===== config.mk =====
export PLATFORM = sky130hd
export DESIGN_NAME = phy_reconfig_seq
export DESIGN_NICKNAME = d
export VERILOG_FILES = /design/src/rtl/phy_reconfig_seq.sv
export SDC_FILE = /design/constraint.sdc
export NUM_CORES = 1
export LEC_CHECK = 0
export BUFFER_PORTS_ARGS = -buffer_cell sky130_fd_sc_hd__buf_2
export CAP_MARGIN = 15
export CORE_ASPECT_RATIO = 1.2
export CORE_UTILIZATION = 35
export DETAILED_ROUTE_END_ITERATION = 6
export PLACE_DENSITY = 0.55
export RECOVER_POWER = 50
export SYNTH_ARGS = -nofsm -noshare
export SYNTH_HDL_FRONTEND = slang
export SYNTH_SLANG_ARGS = --single-unit

===== constraint.sdc =====
create_clock -name clk -period 2.4 [get_ports clk]
set_input_delay 0.36 -clock clk [delete_from_list [all_inputs] [get_ports clk]]
set_output_delay 0.36 -clock clk [all_outputs]
set_load 0.02 [all_outputs]

===== src/rtl/phy_reconfig_seq.sv =====
// PHY reconfiguration sequencer.
// Takes a mode-change request, waits for the datapath to drain at a symbol
// boundary, holds the datapath in reset, loads the new mode, lets it settle
// and then acknowledges. After rst the same sequence runs once with mode 0
// and no acknowledge.
module phy_reconfig_seq #(
  parameter int RST_CYCLES    = 61,
  parameter int SETTLE_CYCLES = 16
) (
  input  logic       clk,
  input  logic       rst,
  input  logic       clk_data,
  input  logic       reconfig_req,
  input  logic [1:0] reconfig_mode,
  input  logic       dp_busy,
  output logic       dp_rst,
  output logic [1:0] mode_cfg,
  output logic       mode_load,
  output logic       reconfig_ack,
  output logic       err_invalid,
  output logic       ready
);

  // FSM state encoding
  localparam logic [2:0] ST_IDLE   = 3'd0;
  localparam logic [2:0] ST_DRAIN  = 3'd1;
  localparam logic [2:0] ST_RESET  = 3'd2;
  localparam logic [2:0] ST_LOAD   = 3'd3;
  localparam logic [2:0] ST_SETTLE = 3'd4;
  localparam logic [2:0] ST_DONE   = 3'd5;

  // Terminal counts: the counter runs 0..LAST, so it spends LAST+1 cycles
  // in the state and never reaches a value that could wrap.
  localparam logic [7:0] RST_LAST    = 8'(RST_CYCLES - 1);
  localparam logic [7:0] SETTLE_LAST = 8'(SETTLE_CYCLES - 1);

  localparam logic [1:0] MODE_INVALID = 2'd3;

  // Registered state and outputs
  logic [2:0] r_state;
  logic [7:0] r_cnt;
  logic [1:0] r_pending;
  logic [1:0] r_mode_cfg;
  logic       r_dp_rst;
  logic       r_mode_load;
  logic       r_ack;
  logic       r_err;
  logic       r_ready;
  logic       r_post_rst;
  logic       r_clk_data_d;

  // Next-state values
  logic [2:0] w_state_nx;
  logic [7:0] w_cnt_nx;
  logic [1:0] w_pending_nx;
  logic [1:0] w_mode_cfg_nx;
  logic       w_dp_rst_nx;
  logic       w_mode_load_nx;
  logic       w_ack_nx;
  logic       w_err_nx;
  logic       w_ready_nx;
  logic       w_post_rst_nx;

  // Symbol boundary: clk_data was low last cycle and is high now
  logic       w_edge;

  assign w_edge = clk_data & ~r_clk_data_d;

  // Next-state and next-output logic; every output is computed for the
  // state being entered so the registered outputs line up with r_state.
  always_comb begin
    w_state_nx     = r_state;
    w_cnt_nx       = r_cnt;
    w_pending_nx   = r_pending;
    w_mode_cfg_nx  = r_mode_cfg;
    w_dp_rst_nx    = r_dp_rst;
    w_mode_load_nx = 1'b0;
    w_ack_nx       = 1'b0;
    w_err_nx       = 1'b0;
    w_ready_nx     = r_ready;
    w_post_rst_nx  = r_post_rst;

    case (r_state)
      ST_IDLE: begin
        w_ready_nx  = 1'b1;
        w_dp_rst_nx = 1'b0;
        if (reconfig_req) begin
          if (reconfig_mode == MODE_INVALID) begin
            // Rejected: report and acknowledge, nothing else changes
            w_err_nx = 1'b1;
            w_ack_nx = 1'b1;
          end else if (reconfig_mode == r_mode_cfg) begin
            // Already in the requested mode: no reset needed
            w_ack_nx = 1'b1;
          end else begin
            w_pending_nx  = reconfig_mode;
            w_state_nx    = ST_DRAIN;
            w_ready_nx    = 1'b0;
            w_post_rst_nx = 1'b0;
          end
        end
      end

      ST_DRAIN: begin
        // Only cut in at a symbol boundary with nothing in flight
        if (w_edge && !dp_busy) begin
          w_state_nx  = ST_RESET;
          w_cnt_nx    = 8'd0;
          w_dp_rst_nx = 1'b1;
        end
      end

      ST_RESET: begin
        w_dp_rst_nx = 1'b1;
        if (r_cnt >= RST_LAST) begin
          w_state_nx = ST_LOAD;
          w_cnt_nx   = 8'd0;
        end else begin
          w_cnt_nx = r_cnt + 8'd1;
        end
      end

      ST_LOAD: begin
        // dp_rst stays high through this cycle and drops with the new mode
        w_mode_cfg_nx  = r_pending;
        w_mode_load_nx = 1'b1;
        w_dp_rst_nx    = 1'b0;
        w_cnt_nx       = 8'd0;
        w_state_nx     = ST_SETTLE;
      end

      ST_SETTLE: begin
        w_dp_rst_nx = 1'b0;
        if (r_cnt >= SETTLE_LAST) begin
          w_state_nx = ST_DONE;
          w_cnt_nx   = 8'd0;
        end else begin
          w_cnt_nx = r_cnt + 8'd1;
        end
      end

      ST_DONE: begin
        // The power-on sequence completes silently
        w_ack_nx      = ~r_post_rst;
        w_post_rst_nx = 1'b0;
        w_ready_nx    = 1'b1;
        w_state_nx    = ST_IDLE;
      end

      default: begin
        // Unreachable encodings recover through a full reset sequence
        w_state_nx    = ST_RESET;
        w_cnt_nx      = 8'd0;
        w_pending_nx  = 2'd0;
        w_dp_rst_nx   = 1'b1;
        w_ready_nx    = 1'b0;
        w_post_rst_nx = 1'b1;
      end
    endcase
  end

  // State, counter and output registers with synchronous reset
  always_ff @(posedge clk) begin
    if (rst) begin
      r_state      <= ST_RESET;
      r_cnt        <= 8'd0;
      r_pending    <= 2'd0;
      r_mode_cfg   <= 2'd0;
      r_dp_rst     <= 1'b1;
      r_mode_load  <= 1'b0;
      r_ack        <= 1'b0;
      r_err        <= 1'b0;
      r_ready      <= 1'b0;
      r_post_rst   <= 1'b1;
      r_clk_data_d <= 1'b0;
    end else begin
      r_state      <= w_state_nx;
      r_cnt        <= w_cnt_nx;
      r_pending    <= w_pending_nx;
      r_mode_cfg   <= w_mode_cfg_nx;
      r_dp_rst     <= w_dp_rst_nx;
      r_mode_load  <= w_mode_load_nx;
      r_ack        <= w_ack_nx;
      r_err        <= w_err_nx;
      r_ready      <= w_ready_nx;
      r_post_rst   <= w_post_rst_nx;
      r_clk_data_d <= clk_data;
    end
  end

  assign dp_rst       = r_dp_rst;
  assign mode_cfg     = r_mode_cfg;
  assign mode_load    = r_mode_load;
  assign reconfig_ack = r_ack;
  assign err_invalid  = r_err;
  assign ready        = r_ready;

endmodule


==> results of run 1 <==
stage by stage:
step           setup slack (ns)  util [%]  instance area, µm²  hold slack, ns  total power [mW]
2_1_floorplan             1.002         -                1086          0.4290            0.8780
3_3_place_gp             0.7036     40.85                1170          0.4573            0.9689
3_5_place_dp             0.6728     40.85                1170          0.4440            0.9795
4_1_cts                  0.6442     42.11                1206          0.3285             1.188
5_1_grt                  0.4486     41.72                1195          0.3343             1.252
6_report                 0.5515     41.72                1195          0.3289             1.167
critical path: stages, from the launching register on:
cell and delay [ns]:
dfxtp_1 0.62, and2b_1 0.31, a311oi_4 0.40, nor3_2 0.10, xnor2_1 0.15, a211oi_2 0.19
where the power goes:
group | total [mW] | internal (mW) | leakage (nW) | switching, mW
registers | 0.518 | 0.427 | 0.179 | 0.0907
clock network | 0.205 | 0.0925 | 0.0210 | 0.113
logic | 0.443 | 0.168 | 0.211 | 0.275
total | 1.17 | 0.688 | 0.410 | 0.478
cells by family (layout without fill, tap and decap cells):
kind of cell	count (synthesis)	after routing	synth area share (%)
adders and majority gates	2	2	2.304
xor gates and xnor gates	2	2	1.613
buffers and inverters	11	23	4.608
and+or+nand+nor	59	59	28.57
DFF	22	22	40.55
muxes	1	1	0.9217
AOI/OAI and AO/OA	32	32	21.43
flip-flops by register name, indices dropped and copies added, names as in the netlist:
| name | flops |
|---|---|
| r_cnt | 8 |
| r_state | 3 |
| mode_cfg | 2 |
| r_pending | 2 |
| dp_rst | 1 |
| err_invalid | 1 |
| mode_load | 1 |
| r_clk_data_d | 1 |
| r_post_rst | 1 |
| ready | 1 |
| reconfig_ack | 1 |
layer usage:
layer,vias up,share of wire [%],GRT usage [%]
li1,480,-,-
met1,451,47,20.41
met2,13,49,25.63
met3,2,2.7,2.433
met4,0,0.99,8.553
met5,-,0,0
cell usage in the layout, fill, tap and decap left out, drive strengths merged, types with 3 or more instances in the layout:
master  instances
nor3b           3
nand2          13
nor3            4
nor2b           4
dfxtp          22
nor2           18
a211oi          4
o21ai           5
nand3           5
buf             7
inv             5
nand2b          3
a31oi           3
a21oi          10
clkbuf         11
worst paths after layout:
kind,from,end,slack (ns),depth (start not counted)
worst min register to register,r_pending[1],r_pending[1],0.47,2
worst max register to register,r_state[2],r_cnt[5],0.55,5
worst max-delay path,r_state[2],r_cnt[5],0.55,5
worst min-delay path,clk_data,r_clk_data_d,0.33,2
cell type report:
cell class                      instances  area share (%)
Sequential cell                        22           36.86
Tap cell                               34           3.560
Multi-Input combinational cell         96           49.63
Clock buffer                            4           3.037
Inverter                                5           1.571
Timing Repair Buffer                   14           5.340
==> flow_summary.ini, run 1 <==
[run_status]
status = complete, no violations

[placement]
place_hpwl_um = 1681
place_congestion = 0.7646
numPortBuffers = 13
placed_cells = 171

[clock_network]
clkTransAtPathRegs_ns = 0.12
cts_tree = built
insertion_delay_ns = 0.30
root_buffer = clkbuf_4
cts_buffer_depth = 2
cts_resized = 0
cts_made_buffers = 3
ctsHoldBuffers = 0
postCtsSetupBuffers = 0
clock-sinks = 22
htree_num_levels = 1

[finish]
antenna_cells = 0
n_fill_cell = 318
seqCellArea_um2 = 440.4
fin_cells = 175
area_growth_pct = 10.02
num-nets-final = 151
multi_input_area_um2 = 593.1
drive_gt1_share_pct = 11.35

[grt]
grt_first_pass_wirelength_um = 4057
grt_usage_pct = 16.19
grt.overflow.total = 0
grt_max_degree = 23
grt_pass1_vias = 927
antenna_found_initial = 0

[timing]
fmax_mhz = 541.0
fin_skew_ns = 0.004627
final.setup.tns_ns = 0
setup_viol = 0
rsz0062_at_grt = false
relSlewSlack_pct = 34.40
finalCritPeriodShare_pct = 77.02
hold_viol = 0
slew_violations = 0
fin_crit_ns = 1.849
worst_slew_pin_slew_ns = 0.9839

[synthesis]
synthArstFlopShare_pct = 0
synth_edf_count = 0
synth_area_per_cell_um2 = 8.419
synth_warnings = 0
syn-cell-area_um2 = 1086
syn_nets = 138
synth_top_area_cell = dfxtp_1
ys_types = 40
ys_ff_latch = 22
synth_common_cells = dfxtp_1, nor2_1, nand2_1
postSynthCellCount = 129
netlist.area_leader.share_pct = 40.55
ys_seq_area_share_pct = 40.55
synth_ff_type = dfxtp_1
yosysMostFrequentCell = dfxtp_1
yosys-top-cells-area = dfxtp_1, nor2_1, a21oi_1, nand2_1, a311oi_4

[die]
rows = 21
die_h_um = 63.02
die_w_um = 52.85
initial_utilization_pct = 37.92
ios = 14
die_area_um2 = 3331
design.core.area_um2 = 2864

[run]
cap_violations = 0

[routing]
first_pass_iters = 4
drc = 0
ant_nets = 0
dr_total_vias = 946
drt_wl_total_um = 2331
avgViaCountPerCell = 5.406
wl_per_cell_um = 13.32
initialDrtViolationCount = 11

[setup_path]
required_ns = 2.63
cp.arrival_ns = 2.07
critPathCaptureType = flop
startpoint_type = flop
crit_type = flop to flop
critPathMaxFanout = 16

[pwr]
power_density_nw_per_um2 = 976.3
peakVddDrop_mv = 0.5398
p_leak_nw = 0.4103

[worst_hold_path]
hp-class = input pin to flop
Note: power is estimated with default switching activity, not from simulation.
==> run 2, diff against run 1 <==
==> constraint.sdc (replaced) <==
create_clock -name clk -period 1.9 [get_ports clk]
set_input_delay 0.285 -clock clk [delete_from_list [all_inputs] [get_ports clk]]
set_output_delay 0.285 -clock clk [all_outputs]
set_load 0.02 [all_outputs]
==> flow_summary.ini, run 2 (same netlist as run 1, synthesis figures left out) <==
[run_status]
status = complete, no violations

[grt]
grt_usage_pct = 15.40
grt_max_degree = 23
grt.overflow.total = 0
antenna_found_initial = 0
grt_pass1_vias = 900
grt_first_pass_wirelength_um = 3850

[clock_network]
ctsHoldBuffers = 0
cts_resized = 0
postCtsSetupBuffers = 0
cts_made_buffers = 3
clkTransAtPathRegs_ns = 0.12
cts_tree = built
root_buffer = clkbuf_4
clock-sinks = 22
insertion_delay_ns = 0.31
htree_num_levels = 1
cts_buffer_depth = 2

[setup_path]
cp.arrival_ns = 1.93
startpoint_type = flop
crit_type = flop to flop
critPathTopFamily = compound AO/OA/AOI/OAI gates
required_ns = 2.12
ff2ff_path_depth = 5
crit_chain = and2b_4 -> a311oi_4 -> nor2_2 -> xnor2_1 -> a211oi_1
crit_end = r_cnt[3]
critPathCaptureType = flop
max_stage_delay_ns = 0.55
cp_num_buf_inv = 0
rrSetupSlack_ns = 0.19
slowest_stage = dfxtp_1
startpoint = r_state[2]
critPathMaxFanout = 12
r2r_start = r_state[2]
r2r_end = r_cnt[3]
cp.depth = 5

[routing]
first_pass_iters = 4
drc = 0
dr_total_vias = 949
wl_per_cell_um = 13.01
drt_wl_total_um = 2302
initialDrtViolationCount = 21
ant_nets = 0
avgViaCountPerCell = 5.362

[pwr]
switching_power_uw = 600.5
power_density_nw_per_um2 = 1234
p_total_mw = 1.494
swShare_pct = 40.19
comb_power_share_pct = 40.2
clkPwrFrac_pct = 17.3
pwr-share-seq_pct = 42.5
internal_power_uw = 893.6
p_leak_nw = 0.4137
peakVddDrop_mv = 0.6683

[timing]
fmax_mhz = 584.4
setup_slack_ns = 0.1888
slew_violations = 0
final.setup.tns_ns = 0
setup_viol = 0
hold_viol = 0
fin_crit_ns = 1.711
relSlewSlack_pct = 35.65
fin_skew_ns = 0.007017
worst_slew_pin_slew_ns = 0.9653
rsz0062_at_grt = false
finalCritPeriodShare_pct = 90.06
hold_slack_ns = 0.2651

[die]
design.core.area_um2 = 2864
die_h_um = 63.02
ios = 14
rows = 21
initial_utilization_pct = 37.92
die_w_um = 52.85
die_area_um2 = 3331

[finish]
drive_gt1_share_pct = 12.59
num-nets-final = 153
layout_common_cells = dfxtp_1, nor2_1, nand2_1, a21oi_1, clkbuf_1
top_register = r_cnt
layout_commonest_cell = dfxtp_1
reg_top3 = r_cnt: 8 flops, r_state: 3 flops
fin_cells = 177
largest_reg_flops = 8
area_growth_pct = 11.52
antenna_cells = 0
n_fill_cell = 300

[run]
cap_violations = 0

[placement]
place_hpwl_um = 1704
place_congestion = 0.7734
numPortBuffers = 13
placed_cells = 173
place_worst_setup_slack_ns = 0.2497

[worst_hold_path]
hp-class = input pin to flop
==> run 2: changes by cell type in the layout (fill, tap and decap cells not counted), sizes merged <==
cell,change
clkbuf,+1
buf,+1
==> run 2: power groups by stage <==
stage                     sequential, mW  clock (mW)  combinational, mW
final                              0.635       0.259              0.601
after CTS                          0.633       0.268              0.618
after detailed placement           0.643           0              0.616
after global placement             0.641           0              0.602
after floorplan                    0.620           0              0.490
after global routing               0.647       0.290              0.675
==> run 2: worst reg2reg max path: cells and delay by family, from the launching register on <==
| kind | cells | cell delay, ns |
|---|---|---|
| AOI/OAI and AO/OA | 2 | 0.57 |
| and+or+nand+nor | 2 | 0.37 |
| xor gates and xnor gates | 1 | 0.13 |
| DFF | 1 | 0.55 |
==> run 2: cell type report <==
cell class	count	area (µm²)	share of cell area [%]
clock buffer	4	36.28	2.996
sequential	22	440.4	36.36
multi-input combinational	96	595.6	49.17
timing repair buffer	16	77.57	6.405
tap	34	42.54	3.512
inverter	5	18.77	1.550
==> run 2: metrics by stage <==
stage	instance area (µm²)	utilization, %
after floorplan	1086	-
after global placement	1185	41.37
after detailed placement	1185	41.37
after CTS	1221	42.64
after global routing	1211	42.29
final	1211	42.29
==> run 2: how the worst min path moves through the flow <==
| stage | start | to | slack (ns) | cells after the start |
|---|---|---|---|---|
| 6_report | clk_data | r_clk_data_d | 0.27 | 2 |
| 3_3_place_gp | r_pending[1] | r_pending[1] | 0.46 | 2 |
| 3_5_place_dp | r_pending[1] | r_pending[1] | 0.45 | 2 |
| 2_1_floorplan | clk_data | r_clk_data_d | 0.41 | 1 |
| 4_1_cts | clk_data | r_clk_data_d | 0.26 | 2 |
| 5_1_grt | clk_data | r_clk_data_d | 0.27 | 2 |
==> run 2: per-layer routing <==
metal  share of wire, %  global-route usage (%)  vias up
li1                   -                       -      487
met4                1.4                   5.921        0
met3                2.3                   2.190        4
met2                 50                   26.74       10
met1                 46                   18.32      448
met5                  0                       0        -
